$ cat config.mk
export PLATFORM = sky130hd
export DESIGN_NAME = psram_access_arbiter_flat
export DESIGN_NICKNAME = d
export VERILOG_FILES = /design/src/rtl/psram_access_arbiter_if.sv /design/src/rtl/psram_access_arbiter.sv /design/src/flat_wrapper.sv
export SDC_FILE = /design/constraint.sdc
export NUM_CORES = 1
export LEC_CHECK = 0
export CAP_MARGIN = 20
export CORE_ASPECT_RATIO = 0.8
export CORE_MARGIN = 2
export CORE_UTILIZATION = 45
export DETAILED_ROUTE_END_ITERATION = 16
export GPL_TIMING_DRIVEN = 0
export PLACE_DENSITY = 0.86
export SLEW_MARGIN = 20
export SYNTH_ARGS = -nofsm -noshare
export SYNTH_HDL_FRONTEND = slang
export SYNTH_SLANG_ARGS = --single-unit
$ cat constraint.sdc
create_clock -name clock -period 3.1 [get_ports clock]
set_input_delay 0.93 -clock clock [delete_from_list [all_inputs] [get_ports clock]]
set_output_delay 0.93 -clock clock [all_outputs]
set_load 0.01 [all_outputs]
$ cat src/rtl/psram_access_arbiter_if.sv
// rtl/psram_access_arbiter_if.sv - requester, memory-command and status signals of the PSRAM arbiter
interface psram_access_arbiter_if #(
  parameter int ADDR_WIDTH = 22,
  parameter int LEN_WIDTH  = 6
);
  logic                  vid_req;
  logic [ADDR_WIDTH-1:0] vid_addr;
  logic [LEN_WIDTH-1:0]  vid_len;
  logic                  vid_ack;
  logic [15:0]           vid_rdata;
  logic                  vid_rvalid;
  logic                  vid_done;

  logic                  host_req;
  logic                  host_write;
  logic [ADDR_WIDTH-1:0] host_addr;
  logic [15:0]           host_wdata;
  logic                  host_ack;
  logic [15:0]           host_rdata;
  logic                  host_rvalid;
  logic                  host_done;

  logic                  mem_cmd_valid;
  logic                  mem_cmd_ready;
  logic                  mem_cmd_write;
  logic [ADDR_WIDTH-1:0] mem_cmd_addr;
  logic [LEN_WIDTH-1:0]  mem_cmd_len;
  logic [15:0]           mem_cmd_wdata;
  logic [15:0]           mem_rdata;
  logic                  mem_rvalid;
  logic                  mem_done;

  logic                  xfer_err;

  // master: the arbiter itself; slave: requesters plus PSRAM controller
  modport master (
    input  vid_req, vid_addr, vid_len,
    output vid_ack, vid_rdata, vid_rvalid, vid_done,
    input  host_req, host_write, host_addr, host_wdata,
    output host_ack, host_rdata, host_rvalid, host_done,
    output mem_cmd_valid, mem_cmd_write, mem_cmd_addr, mem_cmd_len, mem_cmd_wdata,
    input  mem_cmd_ready, mem_rdata, mem_rvalid, mem_done,
    output xfer_err
  );

  modport slave (
    output vid_req, vid_addr, vid_len,
    input  vid_ack, vid_rdata, vid_rvalid, vid_done,
    output host_req, host_write, host_addr, host_wdata,
    input  host_ack, host_rdata, host_rvalid, host_done,
    input  mem_cmd_valid, mem_cmd_write, mem_cmd_addr, mem_cmd_len, mem_cmd_wdata,
    output mem_cmd_ready, mem_rdata, mem_rvalid, mem_done,
    input  xfer_err
  );
endinterface

$ cat src/rtl/psram_access_arbiter.sv
// rtl/psram_access_arbiter.sv - video-priority arbiter for the PSRAM command port with host starvation limit
module psram_access_arbiter #(
  parameter int ADDR_WIDTH     = 22,
  parameter int LEN_WIDTH      = 6,
  parameter int VID_STREAK_MAX = 4
) (
  input logic                  clock,
  input logic                  reset,
  psram_access_arbiter_if.master bus
);
  localparam int SW = $clog2(VID_STREAK_MAX + 1);
  localparam logic [SW-1:0] STREAK_MAX = SW'(VID_STREAK_MAX);

  typedef enum logic [1:0] {IDLE, CMD, DATA} state_t;

  state_t                state, state_next;
  logic                  grant_vid, grant_host;
  logic [SW-1:0]         streak;
  logic                  owner_vid;
  logic                  cmd_write;
  logic [ADDR_WIDTH-1:0] cmd_addr;
  logic [LEN_WIDTH-1:0]  cmd_len;
  logic [15:0]           cmd_wdata;
  logic [LEN_WIDTH-1:0]  vid_cnt, cnt_final;
  logic [15:0]           vid_rdata_q, host_rdata_q;
  logic                  vid_rvalid_q, host_rvalid_q;
  logic                  vid_done_q, host_done_q;
  logic                  err_q;

  always_ff @(posedge clock) begin
    if (reset) state <= IDLE;
    else       state <= state_next;
  end

  always_comb begin
    grant_vid  = 1'b0;
    grant_host = 1'b0;
    state_next = state;
    case (state)
      IDLE: begin
        grant_vid  = bus.vid_req && (!bus.host_req || streak < STREAK_MAX);
        grant_host = !grant_vid && bus.host_req;
        if (grant_vid || grant_host) state_next = CMD;
      end
      CMD:  if (bus.mem_cmd_ready) state_next = DATA;
      DATA: if (bus.mem_done) state_next = IDLE;
      default: state_next = IDLE;
    endcase
  end

  // A word arriving together with mem_done still counts toward the length check.
  assign cnt_final = vid_cnt + LEN_WIDTH'(bus.mem_rvalid);

  always_ff @(posedge clock) begin
    if (reset) begin
      streak        <= '0;
      owner_vid     <= 1'b0;
      cmd_write     <= 1'b0;
      cmd_addr      <= '0;
      cmd_len       <= '0;
      cmd_wdata     <= '0;
      vid_cnt       <= '0;
      vid_rdata_q   <= '0;
      host_rdata_q  <= '0;
      vid_rvalid_q  <= 1'b0;
      host_rvalid_q <= 1'b0;
      vid_done_q    <= 1'b0;
      host_done_q   <= 1'b0;
      err_q         <= 1'b0;
    end else begin
      vid_rvalid_q  <= 1'b0;
      host_rvalid_q <= 1'b0;
      vid_done_q    <= 1'b0;
      host_done_q   <= 1'b0;
      if (state == IDLE) begin
        if (grant_vid) begin
          owner_vid <= 1'b1;
          cmd_write <= 1'b0;
          cmd_addr  <= bus.vid_addr;
          cmd_len   <= bus.vid_len;
          cmd_wdata <= '0;
          vid_cnt   <= '0;
        end else if (grant_host) begin
          owner_vid <= 1'b0;
          cmd_write <= bus.host_write;
          cmd_addr  <= bus.host_addr;
          cmd_len   <= LEN_WIDTH'(1);
          cmd_wdata <= bus.host_wdata;
        end
        if (grant_host || !bus.host_req) streak <= '0;
        else if (grant_vid && streak != STREAK_MAX) streak <= streak + 1'b1;
      end
      if (state == DATA) begin
        if (bus.mem_rvalid) begin
          if (owner_vid) begin
            vid_rdata_q  <= bus.mem_rdata;
            vid_rvalid_q <= 1'b1;
            vid_cnt      <= cnt_final;
          end else begin
            host_rdata_q  <= bus.mem_rdata;
            host_rvalid_q <= 1'b1;
          end
        end
        if (bus.mem_done) begin
          if (owner_vid) begin
            vid_done_q <= 1'b1;
            if (cnt_final != cmd_len) err_q <= 1'b1;
          end else begin
            host_done_q <= 1'b1;
          end
        end
      end
    end
  end

  assign bus.mem_cmd_valid = (state == CMD);
  assign bus.mem_cmd_write = cmd_write;
  assign bus.mem_cmd_addr  = cmd_addr;
  assign bus.mem_cmd_len   = cmd_len;
  assign bus.mem_cmd_wdata = cmd_wdata;
  assign bus.vid_ack       = (state == CMD) && owner_vid && bus.mem_cmd_ready;
  assign bus.host_ack      = (state == CMD) && !owner_vid && bus.mem_cmd_ready;
  assign bus.vid_rdata     = vid_rdata_q;
  assign bus.vid_rvalid    = vid_rvalid_q;
  assign bus.vid_done      = vid_done_q;
  assign bus.host_rdata    = host_rdata_q;
  assign bus.host_rvalid   = host_rvalid_q;
  assign bus.host_done     = host_done_q;
  assign bus.xfer_err      = err_q;
endmodule

$ cat src/flat_wrapper.sv
// flat-port wrapper written by rule: the top's interface ports become plain ports
module psram_access_arbiter_flat 
#(
  parameter int ADDR_WIDTH     = 22,
  parameter int LEN_WIDTH      = 6,
  parameter int VID_STREAK_MAX = 4
)
  (clock, reset, bus_vid_req, bus_vid_addr, bus_vid_len, bus_vid_ack, bus_vid_rdata, bus_vid_rvalid, bus_vid_done, bus_host_req, bus_host_write, bus_host_addr, bus_host_wdata, bus_host_ack, bus_host_rdata, bus_host_rvalid, bus_host_done, bus_mem_cmd_valid, bus_mem_cmd_write, bus_mem_cmd_addr, bus_mem_cmd_len, bus_mem_cmd_wdata, bus_mem_cmd_ready, bus_mem_rdata, bus_mem_rvalid, bus_mem_done, bus_xfer_err);
  psram_access_arbiter_if #(.ADDR_WIDTH(ADDR_WIDTH), .LEN_WIDTH(LEN_WIDTH)) bus_i ();
  input logic clock;
  input logic reset;
  input wire logic [$bits(bus_i.vid_req)-1:0] bus_vid_req;
  input wire logic [$bits(bus_i.vid_addr)-1:0] bus_vid_addr;
  input wire logic [$bits(bus_i.vid_len)-1:0] bus_vid_len;
  output wire logic [$bits(bus_i.vid_ack)-1:0] bus_vid_ack;
  output wire logic [$bits(bus_i.vid_rdata)-1:0] bus_vid_rdata;
  output wire logic [$bits(bus_i.vid_rvalid)-1:0] bus_vid_rvalid;
  output wire logic [$bits(bus_i.vid_done)-1:0] bus_vid_done;
  input wire logic [$bits(bus_i.host_req)-1:0] bus_host_req;
  input wire logic [$bits(bus_i.host_write)-1:0] bus_host_write;
  input wire logic [$bits(bus_i.host_addr)-1:0] bus_host_addr;
  input wire logic [$bits(bus_i.host_wdata)-1:0] bus_host_wdata;
  output wire logic [$bits(bus_i.host_ack)-1:0] bus_host_ack;
  output wire logic [$bits(bus_i.host_rdata)-1:0] bus_host_rdata;
  output wire logic [$bits(bus_i.host_rvalid)-1:0] bus_host_rvalid;
  output wire logic [$bits(bus_i.host_done)-1:0] bus_host_done;
  output wire logic [$bits(bus_i.mem_cmd_valid)-1:0] bus_mem_cmd_valid;
  output wire logic [$bits(bus_i.mem_cmd_write)-1:0] bus_mem_cmd_write;
  output wire logic [$bits(bus_i.mem_cmd_addr)-1:0] bus_mem_cmd_addr;
  output wire logic [$bits(bus_i.mem_cmd_len)-1:0] bus_mem_cmd_len;
  output wire logic [$bits(bus_i.mem_cmd_wdata)-1:0] bus_mem_cmd_wdata;
  input wire logic [$bits(bus_i.mem_cmd_ready)-1:0] bus_mem_cmd_ready;
  input wire logic [$bits(bus_i.mem_rdata)-1:0] bus_mem_rdata;
  input wire logic [$bits(bus_i.mem_rvalid)-1:0] bus_mem_rvalid;
  input wire logic [$bits(bus_i.mem_done)-1:0] bus_mem_done;
  output wire logic [$bits(bus_i.xfer_err)-1:0] bus_xfer_err;
  assign bus_i.vid_req = bus_vid_req;
  assign bus_i.vid_addr = bus_vid_addr;
  assign bus_i.vid_len = bus_vid_len;
  assign bus_vid_ack = bus_i.vid_ack;
  assign bus_vid_rdata = bus_i.vid_rdata;
  assign bus_vid_rvalid = bus_i.vid_rvalid;
  assign bus_vid_done = bus_i.vid_done;
  assign bus_i.host_req = bus_host_req;
  assign bus_i.host_write = bus_host_write;
  assign bus_i.host_addr = bus_host_addr;
  assign bus_i.host_wdata = bus_host_wdata;
  assign bus_host_ack = bus_i.host_ack;
  assign bus_host_rdata = bus_i.host_rdata;
  assign bus_host_rvalid = bus_i.host_rvalid;
  assign bus_host_done = bus_i.host_done;
  assign bus_mem_cmd_valid = bus_i.mem_cmd_valid;
  assign bus_mem_cmd_write = bus_i.mem_cmd_write;
  assign bus_mem_cmd_addr = bus_i.mem_cmd_addr;
  assign bus_mem_cmd_len = bus_i.mem_cmd_len;
  assign bus_mem_cmd_wdata = bus_i.mem_cmd_wdata;
  assign bus_i.mem_cmd_ready = bus_mem_cmd_ready;
  assign bus_i.mem_rdata = bus_mem_rdata;
  assign bus_i.mem_rvalid = bus_mem_rvalid;
  assign bus_i.mem_done = bus_mem_done;
  assign bus_xfer_err = bus_i.xfer_err;
  psram_access_arbiter #(.ADDR_WIDTH(ADDR_WIDTH), .LEN_WIDTH(LEN_WIDTH), .VID_STREAK_MAX(VID_STREAK_MAX)) u_core (.clock(clock), .reset(reset), .bus(bus_i));
endmodule
### Word level (Yosys, flattened, before mapping)

Index checks and enable logic that the tools add are counted.

* word-level logic and storage cells: 78
* flip-flop bits (word level): 94
* bits in writable memories: 0
* output and inout bits: 85
* ROM bits: 0
* memories kept: 0
* bits in latches: 0

* mux-type cells: 25
* bitwise gates (word level): 4
* eq/ne operators: 7
* $lt $le $gt $ge: 1
* reduce and logical (&&, ||, !) cells: 24
* shift-type cells: 0
* $add $sub $neg: 2
* multipliers: 0
* div/mod/pow operators: 0

Operator list (number)
* 2-to-1 mux 22 bit: 2
* 2-to-1 mux 6 bit: 7
* 2-to-1 mux 16 bit: 2
* AND reduction 3 bit: 3
* 2-to-1 mux 1 bit: 8
* logical AND 1 bit: 7
* adder 6 x 1 -> 6 bit: 1
* 2-to-1 mux 2 bit: 3
* 2-to-1 mux 3 bit: 2
* != test 6 bit: 1
* one-hot mux 2 bit (3 select lines): 1
* OR reduction 3 bit: 2
* != test 2 x 1 -> 1 bit (second input constant): 2
* inverter 1 bit: 4
* AND reduction 2 bit: 2
* AND reduction 4 bit: 1
* nonzero test 2 bit: 2
* adder 3 x 1 -> 3 bit (second input constant): 1
* logical NOT 1 bit: 3
* logical OR 1 bit: 3
* less-than comparator 3 bit (second input constant): 1
* != test 3 bit (second input constant): 1
* == test 2 x 1 -> 1 bit (second input constant): 1
* == test 2 bit (second input constant): 1
* other kinds (2): 2

### Longest topological paths before layout

Gate-level depths: netlist (run 1).

* depth after elaboration: 9
* mapped depth: 7
* gate-level depth less buffers: 6

### Worst setup path after synthesis (run 1)

OpenSTA, ideal clock, no wires.

* path kind: input to register
* start: in bus_mem_rvalid
* end: reg u_core.err_q (netlist: u_core.bus.xfer_err)
* data required time: 3.009 ns
* cell stages on the path: 6
* buffers on the path: 0
* path slack: 0.771 ns
* arrival time: 2.238 ns
* setup time: 0.091 ns
* cell sequence: ha_1 > ha_1 > and3b_1 > or3_1 > a31o_1 > a311oi_1

* word-level cells in the longest chain between the ends: 3

RTL lines
* from (decl): RTL line flat_wrapper.sv:34 `input wire logic [$bits(bus_i.mem_rvalid)-1:0] bus_mem_rvalid;`
* adder 6 x 1 -> 6 bit: RTL line psram_access_arbiter.sv:52 `assign cnt_final = vid_cnt + LEN_WIDTH'(bus.mem_rvalid);`
* != test 6 bit: RTL line psram_access_arbiter.sv:107 `if (cnt_final != cmd_len) err_q <= 1'b1;`
* AND reduction 4 bit (no line)
* to (signal assigned): RTL line psram_access_arbiter.sv:69 `err_q <= 1'b0;`
* to (signal assigned): RTL line psram_access_arbiter.sv:107
* to (decl): RTL line psram_access_arbiter.sv:28 `logic err_q;`

Every way passes these cells.
A chain may end at the register's enable or synchronous reset.

### Worst setup path in the final report (run 1)

* start: in bus_mem_cmd_ready
* end: out bus_host_ack

* word-level cells in the longest chain between the ends: 1

RTL lines
* from (decl): RTL line flat_wrapper.sv:32 `input wire logic [$bits(bus_i.mem_cmd_ready)-1:0] bus_mem_cmd_ready;`
* logical AND 1 bit: RTL line psram_access_arbiter.sv:122 `assign bus.host_ack = (state == CMD) && !owner_vid && bus.mem_cmd_ready;`
* to (decl): RTL line flat_wrapper.sv:23 `output wire logic [$bits(bus_i.host_ack)-1:0] bus_host_ack;`

Every way passes these cells.

==> results of run 1 <==
==> cells by family after synthesis <==
logic type,Yosys count
flip-flops,94
AO/OA/AOI/OAI,97
adder cells (fa/ha/maj),4
XOR/XNOR,7
AND/OR/NAND/NOR,209
multiplexers,6
buffers and inverters,39
==> worst max path at each step <==
stage | start | endpoint | slack [ns] | cells after the start
finish | bus_mem_cmd_ready | bus_host_ack | 0.24 | 4
global route | bus_mem_cmd_ready | bus_host_ack | 0.17 | 4
CTS | bus_mem_cmd_ready | bus_vid_ack | 0.02 | 3
detailed placement | bus_mem_cmd_ready | bus_host_ack | -0.04 | 4
global placement | bus_mem_cmd_ready | bus_host_ack | 0.02 | 4
floorplan | bus_mem_rvalid | u_core.bus.xfer_err | 0.77 | 6
==> layout by cell type (no fill, tap or decap), types with 2 or more instances in the layout <==
cell type	Yosys	layout
bufinv_16	0	3
buf_4	3	3
nor3_1	3	3
a2111oi_0	3	3
xnor2_1	4	4
o21ai_1	2	2
nand3b_1	2	2
clkbuf_1	15	15
and3_1	3	3
ha_1	4	4
and2_1	2	2
a21oi_1	39	39
nand3_1	6	6
a22oi_1	19	19
and3b_1	2	2
a31oi_1	3	3
nand4b_1	2	2
clkbuf_8	0	11
nor2_1	55	55
buf_2	17	17
a311oi_1	13	13
mux2i_1	6	6
a311oi_2	10	10
xor2_1	3	3
nor2b_1	8	8
clkdlybuf4s50_1	0	170
o21ai_0	5	5
or3_1	2	2
dfxtp_1	94	94
clkinvlp_4	0	2
inv_1	3	3
nand2_1	117	117
==> stage by stage <==
stage | setup TNS, ns | worst slack [ns] | utilization, % | cell area, µm² | hold WS [ns]
2_1_floorplan | 0 | 0.7711 | - | 3844 | 0.4662
3_3_place_gp | 0 | 0.02243 | 68.16 | 5705 | 0.4427
3_5_place_dp | -0.04315 | -0.04315 | 68.16 | 5705 | 0.4480
4_1_cts | 0 | 0.01983 | 71.21 | 5961 | 0.4603
5_1_grt | 0 | 0.1694 | 71.24 | 5963 | 0.4800
6_report | 0 | 0.2450 | 71.24 | 5963 | 0.4590
==> registers in the layout, summed over array words and instances, names as in the netlist <==
register	flops
u_core.streak	3
u_core.owner_vid	1
u_core.bus.vid_done	1
u_core.bus.mem_cmd_wdata	16
u_core.bus.vid_rdata	16
u_core.bus.mem_cmd_write	1
u_core.bus.host_rdata	16
u_core.vid_cnt	6
u_core.state	2
u_core.bus.host_rvalid	1
u_core.bus.vid_rvalid	1
u_core.bus.mem_cmd_len	6
u_core.bus.host_done	1
u_core.bus.mem_cmd_addr	22
u_core.bus.xfer_err	1
==> tightest hold or removal path: cells and delay by family, from the launching register on <==
family,cells,cell delay [ns]
DFF,1,0.31
and+or+nand+nor,1,0.05
AOI/OAI and AO/OA,1,0.05
==> layer usage <==
metal	routed length [µm]	vias to the layer above	GRT usage [%]	part of all wire, %
met1	5019	1885	30.77	43
li1	-	1923	-	-
met4	316	0	9.324	2.7
met5	0	-	0	0
met2	5642	147	40.33	48
met3	824	25	7.068	7.0
==> where the power goes <==
group          switching [mW]  internal, mW
sequential             0.0319          1.26
combinational           0.230         0.266
clock                   0.422         0.580
==> layout make-up <==
cell class	count	area [µm²]	share of cell area, %
flip-flops and latches	94	1882	31.56
multi-input cells	323	1783	29.90
repair buffers	172	1723	28.89
plain buffers	36	167.7	2.812
clock buffers	11	151.4	2.539
well taps	112	140.1	2.350
clock inverters	5	105.1	1.762
inverters	3	11.26	0.1888
==> repair_timing <==
| action | 4_1_cts | 5_1_grt |
|---|---|---|
| setup endpoints to repair | 1 | 1 |
| hold buffers | 0 | 0 |
| resized for setup | 1 | 1 |
| pin swaps | 0 | 0 |
==> metrics.txt, run 1 <==
worst reg2reg path depth=6; Post-Synth Simple-Gate Area=23.54%; Skew-Pair Late Insertion Delay=0.36 ns; share of cells above drive strength 1=7.764%; crit path max-delay cell type=clkdlybuf4s50_1; n_diodes=0; clk buf depth=2; HP Start=u_core.bus.vid_rdata[3]; gr ovfl total=0; CTS buffer count=9; setup repair bufs after CTS=0; reg-to-reg startpoint=u_core.state[0]; pin count of the biggest net entering global routing=16; multiplexer share of the synthesized area=1.563%; post-route ant nets=0; GP Congestion=0.8226; largest family of logic cells by synthesized area=simple AND/OR/NAND/NOR gates; Worst Max-Slew Pin Slew=0.7443 ns; Die Ht=86.67 µm; P per Cell Area=467.9 nW/µm²; initial DRC count=200; XOR/XNOR share of the synthesized area=1.595%; Synth area leaders=dfxtp_1, nand2_1, nor2_1, a21oi_1, a311oi_2; WL final=11800 µm; CTS tree=built; fmax=350.3 MHz; drt drc=0; Cell Area, Synth=3844 µm²; post-synth top area cell=dfxtp_1; DR WL/cell=15.61 µm; vias in the first global route=3856; RSZ-0062 raised after global routing=no; I/O pins=175; H-tree Lvls=3; normalized max-slew margin=50.05%; Worst path top cell family by delay=buffers and inverters; post-detail-place hpwl=8788 µm; starting density of the core=45.92%; max-slew violation count=0; vias per inst=5.265; number of I/O port buffers=172; cells after synthesis=456; Die Area=9302 µm²; first-pass GRT wire length=18220 µm; crit path time final=2.855 ns; crit-path cells=clkdlybuf4s50_1, nand2_1, nor2_1, dlygate4sd2_1; Fill cells=637; reg2reg end=u_core.bus.mem_cmd_wdata[8]; number of synthesized flops with an enable pin=0; crit start category=input port; Synth warnings=0; core area=8371 µm²; post-synthesis async set-or-reset flop share=0%; non-filler instance count after layout=756; Synth Area in Compound Gates=18.39%; Hold Path Class=flop to flop; vias=3980; Yosys cell types=39; outcome=finished clean; sequential area share after synthesis=48.96%; final net count=733; max_cap viols=0; top-count cell post-synth=nand2_1; setup violators final=0; WS Path Type=input port to primary output; reg-to-reg slack, setup=1.28 ns; row count=30; Hold Crit Endpoint=u_core.bus.vid_rdata[3]; Layout area overhead=55.14%; top cells by count, synth=nand2_1, dfxtp_1, nor2_1; Pleak=2.194 nW; root buf cell=clkbuf_8; Peak VDD IR=0.0002795 V; clk sinks=94; overall routing resource usage=24.54%; Die Wd=107.3 µm; Mean Syn Cell Area=8.429 µm²; Placed Cells=740; Final Power=2.790 mW; Clock Skew=0.01166 ns; max incr delay on CP=0.52 ns; top_reg_cell synth=dfxtp_1; Tcrit/Tclk final=92.10%; Hold Crit Depth=2; WP data required=2.17 ns; critical path capture point type=primary output; number of synthesized register bits=94; initial antenna violation count=0; Hold Violations, Final=0; worst-path maximum fanout=3; Buf/Inv on CP=2; Reg clk slew, reported paths=0.08 ns; CP arrival=1.93 ns; adder-cell share of the synthesized area=1.302%; syn_nets=550; top-area cell type share of the netlist area=48.96%; drt first pass iters=4
No activity file was read; power rests on OpenSTA's default activity.
==> run 2, diff against run 1 <==
--- a/config.mk
+++ b/config.mk
@@ -12,6 +12,7 @@
 export DETAILED_ROUTE_END_ITERATION = 16
 export GPL_TIMING_DRIVEN = 0
 export PLACE_DENSITY = 0.86
+export SKIP_LAST_GASP = 1
 export SLEW_MARGIN = 20
 export SYNTH_ARGS = -nofsm -noshare
 export SYNTH_HDL_FRONTEND = slang
==> constraint.sdc (replaced) <==
create_clock -name clock -period 3.37 [get_ports clock]
set_input_delay 1.011 -clock clock [delete_from_list [all_inputs] [get_ports clock]]
set_output_delay 1.011 -clock clock [all_outputs]
set_load 0.01 [all_outputs]
==> metrics.txt, run 2 (synthesis results as in run 1) <==
starting density of the core=45.92%; WL final=11790 µm; Layout area overhead=55.18%; Hold Violations, Final=0; Clock Skew=0.01110 ns; first-pass GRT wire length=18220 µm; max-slew violation count=0; clk buf depth=2; Area after DPL=5705 µm²; post-detail-place hpwl=8788 µm; WP data required=2.36 ns; number of I/O port buffers=172; worst reg2reg path depth=6; drt drc=0; CP arrival=2.23 ns; Switching Share=24.51%; Skew-Pair Late Insertion Delay=0.36 ns; Worst Max-Slew Pin Slew=0.7190 ns; reg-to-reg slack, setup=1.57 ns; I/O pins=175; CTS buffer count=9; final net count=733; outcome=finished clean; Fill cells=636; worst-path maximum fanout=3; max_cap viols=0; Hold Path Class=flop to flop; WHS=0.4588 ns; initial DRC count=197; Die Wd=107.3 µm; Die Ht=86.67 µm; vias per inst=5.245; P per Cell Area=430.4 nW/µm²; final core utilization=71.26%; pin count of the biggest net entering global routing=16; met1 Use GR=30.77%; H-tree Lvls=3; FF/Latch Area=1882 µm²; final instance area=5964 µm²; setup violators final=0; crit path time final=3.243 ns; Reg clk slew, reported paths=0.08 ns; cts repair resizes=0; share of cells above drive strength 1=7.764%; fmax=308.4 MHz; CTS tree=built; normalized max-slew margin=51.74%; leading cell type in the layout, fill and taps excluded=clkdlybuf4s50_1; overall routing resource usage=24.54%; n_diodes=0; critical path capture point type=primary output; root buf cell=clkbuf_8; row count=30; share of total power in the clock network=35.9%; Hold Crit Endpoint=u_core.bus.vid_rdata[3]; Final Power=2.567 mW; HP Start=u_core.bus.vid_rdata[3]; Tcrit/Tclk final=96.23%; WS Path Type=input port to primary output; core area=8371 µm²; met2 GRT Util=40.33%; hold buffers post-CTS=0; reg2reg end=u_core.bus.mem_cmd_wdata[8]; max reg flops=22; Psw=0.6291 mW; crit start category=input port; leading cell types in the layout, fill and taps excluded=clkdlybuf4s50_1, nand2_1, dfxtp_1; RSZ-0062 raised after global routing=no; Cell Int Power=1.938 mW; drt first pass iters=4; register share of total power=46.3%; Combinational Power Share=17.8%; Die Area=9302 µm²; Hold Crit Depth=2; met3 usage in global routing=7.068%; vias in the first global route=3856; post-route ant nets=0; setup tns final=0 ns; GP Congestion=0.8226; DR WL/cell=15.59 µm; area of the multi-input gates=1783 µm²; gr ovfl total=0; vias=3965; clk sinks=94; reg-to-reg startpoint=u_core.state[0]; Pleak=2.188 nW; gr busiest metal=met2; Peak VDD IR=0.0002549 V; setup repair bufs after CTS=0; initial antenna violation count=0
-- run 2: area by class of cell --
type | instances | area share, %
plain buffers | 36 | 2.811
clock buffers | 11 | 2.538
clock inverters | 5 | 1.762
inverters | 3 | 0.1888
multi-input cells | 323 | 29.89
flip-flops and latches | 94 | 31.55
well taps | 112 | 2.349
repair buffers | 172 | 28.91
-- run 2: critical path, stage by stage --
cell,delay [ns]
clkdlybuf4s50_1,0.53
and3_1,0.16
clkdlybuf4s50_1,0.53
-- run 2: stage by stage --
stage	setup slack (ns)	cells
2_1_floorplan	0.9601	456
3_3_place_gp	0.1304	740
3_5_place_dp	0.06485	740
4_1_cts	0.06016	756
5_1_grt	0.1004	756
6_report	0.1269	756
-- run 2: routing by layer --
| layer | up-vias | wire length, µm |
|---|---|---|
| met1 | 1867 | 4961 |
| met3 | 24 | 824 |
| met4 | 0 | 297 |
| met2 | 151 | 5702 |
| li1 | 1923 | - |
| met5 | - | 0 |
-- run 2: worst max-delay path by stage --
stage | to | start | cells past startpoint | slack [ns]
floorplan | u_core.bus.xfer_err | bus_mem_rvalid | 6 | 0.96
finish | bus_vid_ack | bus_mem_cmd_ready | 3 | 0.13
global route | bus_vid_ack | bus_mem_cmd_ready | 3 | 0.10
CTS | bus_host_ack | bus_mem_cmd_ready | 4 | 0.06
global placement | bus_host_ack | bus_mem_cmd_ready | 4 | 0.13
detailed placement | bus_host_ack | bus_mem_cmd_ready | 4 | 0.06
-- run 2: power by group through the flow --
stage | registers, mW | clock network, mW | logic, mW
finish | 1.19 | 0.922 | 0.456
global route | 1.20 | 0.979 | 0.489
CTS | 1.19 | 0.929 | 0.456
detailed placement | 1.21 | 0 | 0.453
global placement | 1.21 | 0 | 0.441
floorplan | 1.23 | 0 | 0.178
